--- src/rtl/klingon_seg_rx.sv ---
// Klingon 7-segment receiver: sync + glitch filter + decode to BCD on a valid/ready slot.
// Latency STABLE_CYCLES+2 edges from first stable sample; a full, non-draining slot drops new digits (overrun).
module klingon_seg_rx #(
  parameter int STABLE_CYCLES = 4,
  parameter int ERR_W         = 8
) (
  input  logic             clk,
  input  logic             rst_n,
  input  logic [6:0]       seg_in,
  output logic [3:0]       digit,
  output logic             digit_valid,
  input  logic             digit_ready,
  output logic             bad_pattern,
  output logic             overrun,
  output logic [ERR_W-1:0] err_cnt
);

  localparam int CNT_W = $clog2(STABLE_CYCLES + 1);
  localparam logic [CNT_W-1:0] CNT_MAX = CNT_W'(STABLE_CYCLES);
  localparam logic [CNT_W-1:0] ACC_AT  = CNT_W'(STABLE_CYCLES - 1);

  localparam logic [0:0] SLOT_EMPTY = 1'b0;
  localparam logic [0:0] SLOT_FULL  = 1'b1;

  logic [6:0]       s1, s2, segD, lastAcc;
  logic [CNT_W-1:0] cnt;
  logic [0:0]       slotState, slotNext;
  logic [3:0]       code;
  logic             isDigit, isBlank, isBad;
  logic             stable, accept, newPat, drain, loadDigit;

  always_comb begin
    code    = 4'd0;
    isDigit = 1'b1;
    isBlank = 1'b0;
    case (s2)
      7'h7E:   code = 4'd0;
      7'h40:   code = 4'd1;
      7'h41:   code = 4'd2;
      7'h49:   code = 4'd3;
      7'h23:   code = 4'd4;
      7'h1D:   code = 4'd5;
      7'h25:   code = 4'd6;
      7'h13:   code = 4'd7;
      7'h36:   code = 4'd8;
      7'h37:   code = 4'd9;
      7'h00: begin
        isDigit = 1'b0;
        isBlank = 1'b1;
      end
      default: isDigit = 1'b0;
    endcase
  end

  assign isBad  = !isDigit && !isBlank;
  assign stable = (s2 == segD);
  // cnt saturates past ACC_AT, so a long stable period accepts only once.
  assign accept = stable && (cnt == ACC_AT);
  assign newPat = accept && (s2 != lastAcc);

  assign digit_valid = (slotState == SLOT_FULL);
  assign drain       = digit_valid && digit_ready;
  assign loadDigit   = newPat && isDigit && (!digit_valid || drain);

  always_comb begin
    slotNext = slotState;
    if (loadDigit)  slotNext = SLOT_FULL;
    else if (drain) slotNext = SLOT_EMPTY;
  end

  always_ff @(posedge clk or negedge rst_n) begin
    if (!rst_n) begin
      s1      <= 7'h00;
      s2      <= 7'h00;
      segD    <= 7'h00;
      cnt     <= '0;
      lastAcc <= 7'h00;
    end else begin
      s1   <= seg_in;
      s2   <= s1;
      segD <= s2;
      if (!stable)              cnt <= '0;
      else if (cnt != CNT_MAX)  cnt <= cnt + 1'b1;
      if (newPat) lastAcc <= s2;
    end
  end

  always_ff @(posedge clk or negedge rst_n) begin
    if (!rst_n) begin
      slotState   <= SLOT_EMPTY;
      digit       <= 4'd0;
      bad_pattern <= 1'b0;
      overrun     <= 1'b0;
      err_cnt     <= '0;
    end else begin
      slotState   <= slotNext;
      bad_pattern <= newPat && isBad;
      overrun     <= newPat && isDigit && digit_valid && !drain;
      if (loadDigit) digit <= code;
      if (newPat && isBad && (err_cnt != '1)) err_cnt <= err_cnt + 1'b1;
    end
  end

endmodule
--- config.mk ---
export PLATFORM = sky130hd
export DESIGN_NAME = klingon_seg_rx
export DESIGN_NICKNAME = d
export VERILOG_FILES = /design/src/rtl/klingon_seg_rx.sv
export SDC_FILE = /design/constraint.sdc
export NUM_CORES = 1
export LEC_CHECK = 0
export BUFFER_PORTS_ARGS = -buffer_cell sky130_fd_sc_hd__buf_4
export CAP_MARGIN = 10
export CORE_MARGIN = 4
export CORE_UTILIZATION = 35
export DETAILED_ROUTE_END_ITERATION = 12
export HOLD_SLACK_MARGIN = 0.15
export PLACE_DENSITY = 0.58
export SLEW_MARGIN = 30
export SYNTH_ARGS = -nofsm -noshare
export SYNTH_HDL_FRONTEND = slang
export SYNTH_SLANG_ARGS = --single-unit
--- constraint.sdc ---
create_clock -name clk -period 7.1 [get_ports clk]
set_input_delay 1.065 -clock clk [delete_from_list [all_inputs] [get_ports clk]]
set_output_delay 1.065 -clock clk [all_outputs]
set_load 0.02 [all_outputs]
==> results.json <==
{
  "setup_viol": 0,
  "placedCellCount": 261,
  "cts_root_buffer": "clkbuf_8",
  "gp_congestion": 0.7442,
  "switchingPower_uw": 107.8,
  "yosys.cell_types.count": 42,
  "drc": 0,
  "grt-ovfl-total": 0,
  "crit_fanout": 14,
  "numClockSinks": 46,
  "tritoncts": "done",
  "holdBufCountCts": 0,
  "clkPwrFrac_pct": 38.9,
  "port_buffers": 24,
  "antennaDiodeCount": 0,
  "vias": 1283,
  "synthArstFlopShare_pct": 100.0,
  "crit_buf_inv": 0,
  "wl_per_cell_um": 12.98,
  "grt_pass1_vias": 1299,
  "grt_max_degree": 47,
  "p_sw_share_pct": 21.93,
  "die_area_um2": 7506,
  "setup-tns-final_ps": 0,
  "path_clk_slew_ps": 80,
  "hold_path_class": "reg -> reg",
  "crit_family": "simple AND/OR/NAND/NOR gates",
  "grt_pass1_wl_um": 6216,
  "cap_violations": 0,
  "fin_crit_sh_pct": 34.88,
  "p_seq_share_pct": 56.2,
  "syn_nets": 184,
  "drive_above_1_share_pct": 29.90,
  "syn-cell-area_um2": 2165,
  "worst_pin_slew_ps": 568.4,
  "die_width_um": 86.64,
  "yosys.area.top_type": "dfrtp_1",
  "htreeDepth": 2,
  "synth_ff_type": "dfrtp_1",
  "status": "finished clean",
  "cp_slowest_stage_delay_ps": 670,
  "ys_seq_elements": 46,
  "synth_cells": 170,
  "cts_resized": 0,
  "grt_setup_unrepaired": "false",
  "first_iter_violations": 27,
  "critical_path_class": "reg -> reg",
  "place.detailed.hpwl_um": 2463,
  "antenna_found_initial": 0,
  "fmax_mhz": 403.8,
  "synth_top_area_share_pct": 53.18,
  "crit_path_start_kind": "register",
  "critPathRequiredTime_ps": 7280,
  "via_per_inst": 4.770,
  "synthTopCellsByArea": "dfrtp_1 53%, mux2_2 4.2%, xnor2_1 4.0%",
  "pwr-share-comb_pct": 4.9,
  "finalClockSkew_ps": 3.219,
  "powerDensity_nw_per_um2": 198.7,
  "ir_worst_vdd_uv": 121.4,
  "cts_buffers": 5,
  "area_growth_pct": 14.28,
  "io_pins": 25,
  "dr.pass1.iters": 4,
  "nets": 207,
  "post_cts_buffers": 0,
  "grt.total_usage_pct": 10.40,
  "drt_wl_total_um": 3492,
  "layout.cells.non_filler": 269,
  "clock_path_buffers": 2,
  "worstSkewPairLatency_ps": 290,
  "yosysSeqAreaShare_pct": 53.18,
  "cp-end-kind": "register",
  "die_y_um": 86.64,
  "slowest_stage": "dfrtp_1",
  "coreArea_um2": 5956,
  "hold_viol": 0,
  "synth_edf_count": 0,
  "relSlewSlack_pct": 61.97,
  "path_cells": "xnor2_2, nand4_2, nor3_4, o311ai_4, nor3_2, mux2_1",
  "power.leakage_uw": 0.001128,
  "cp.arrival_ps": 2660,
  "slew_violations": 0,
  "postRouteAntennaNets": 0,
  "num_rows": 28,
  "ys_warn_count": 0,
  "internal-power_uw": 383.8,
  "synth.avg_cell_area_um2": 12.73,
  "period_minus_slack_ps": 2476,
  "initial_utilization_pct": 36.34
}
==> final cells by class <==
type | count | area, um2
inverter | 5 | 18.77
sequential | 46 | 1151
clock inverter | 2 | 37.54
timing repair buffer | 24 | 180.2
tap | 75 | 93.84
multi-input combinational | 111 | 919.6
clock buffer | 6 | 72.57
fill | 566 | 3482
==> per-stage QoR <==
stage	total power, uW	hold WS [ps]	instance area [um2]	utilization, %	worst slack [ps]
2_1_floorplan	297.8	331.2	2165	-	4860
3_3_place_gp	306.3	331.5	2364	39.68	4632
3_5_place_dp	306.5	335.8	2364	39.68	4582
4_1_cts	500.8	356.2	2474	41.53	4576
5_1_grt	517.9	367.1	2474	41.53	4382
6_report	491.6	351.2	2474	41.53	4624
==> cell usage in the layout (no fill, tap or decap), types with 4 or more instances in the layout <==
cell	count
mux2_2	8
buf_4	24
xnor2_1	10
nor2_1	8
dfrtp_1	46
clkbuf_8	5
nand2_1	15
mux2_4	4
nor3_1	4
inv_1	5
ha_1	4
nand3_1	6
xor2_1	10
==> synth_stat cells (2+ instances only) <==
master and number:
dfrtp_1 46, nand2_1 15, xnor2_1 10, xor2_1 10, mux2_2 8, nor2_1 8
nand3_1 6, inv_1 5, buf_4 4, buf_6 4, ha_1 4, mux2_4 4
nor3_1 4, and3_1 3, nand4_1 3, o21ai_0 3, a21oi_1 2, mux2_1 2
nand2b_1 2, nor3b_1 2, nor4_1 2, nor4_2 2, nor4_4 2
==> power groups by stage <==
| stage | logic [uW] | clock network, uW | registers [uW] |
|---|---|---|---|
| finish | 24.0 | 191 | 276 |
| floorplan | 22.3 | 0 | 275 |
| global route | 27.6 | 213 | 278 |
| global placement | 24.7 | 0 | 282 |
| detailed placement | 24.8 | 0 | 282 |
| CTS | 24.9 | 199 | 276 |
==> registers in the layout, summed over array words and instances, names as in the netlist <==
register / flops
lastAcc: 7
s1: 7
cnt: 3
segD: 7
s2: 7
bad_pattern: 1
digit_valid: 1
overrun: 1
err_cnt: 8
digit: 4
==> layer usage <==
layer | global-route usage [%] | wire [um] | vias up
met2 | 15.86 | 1592 | 28
met5 | 0 | 0 | -
li1 | - | - | 632
met1 | 14.25 | 1675 | 619
met4 | 2.975 | 28 | 0
met3 | 3.232 | 194 | 4
==> kinds of logic after synthesis <==
logic type      Yosys count  synth area share, %
compound gates           11                4.336
xor+xnor                 21                8.844
fa+ha+maj                 4                2.312
buf+inv                  13                4.335
flops                    46                53.18
mux                      14                7.977
simple gates             61                19.02
==> worst paths after layout <==
path / startpoint / endpoint / slack (ps) / depth (start not counted)
max in group asynchronous: rst_n / s2[2] / 5960 / 1
hold reg to reg: s1[2] / s2[2] / 350 / 0
hold / removal: s1[2] / s2[2] / 350 / 0
min in group asynchronous: rst_n / cnt[1] / 770 / 1
setup / recovery: s2[0] / err_cnt[1] / 4620 / 6
setup reg to reg: s2[0] / err_cnt[1] / 4620 / 6
Power figures use the tool's default switching activity.
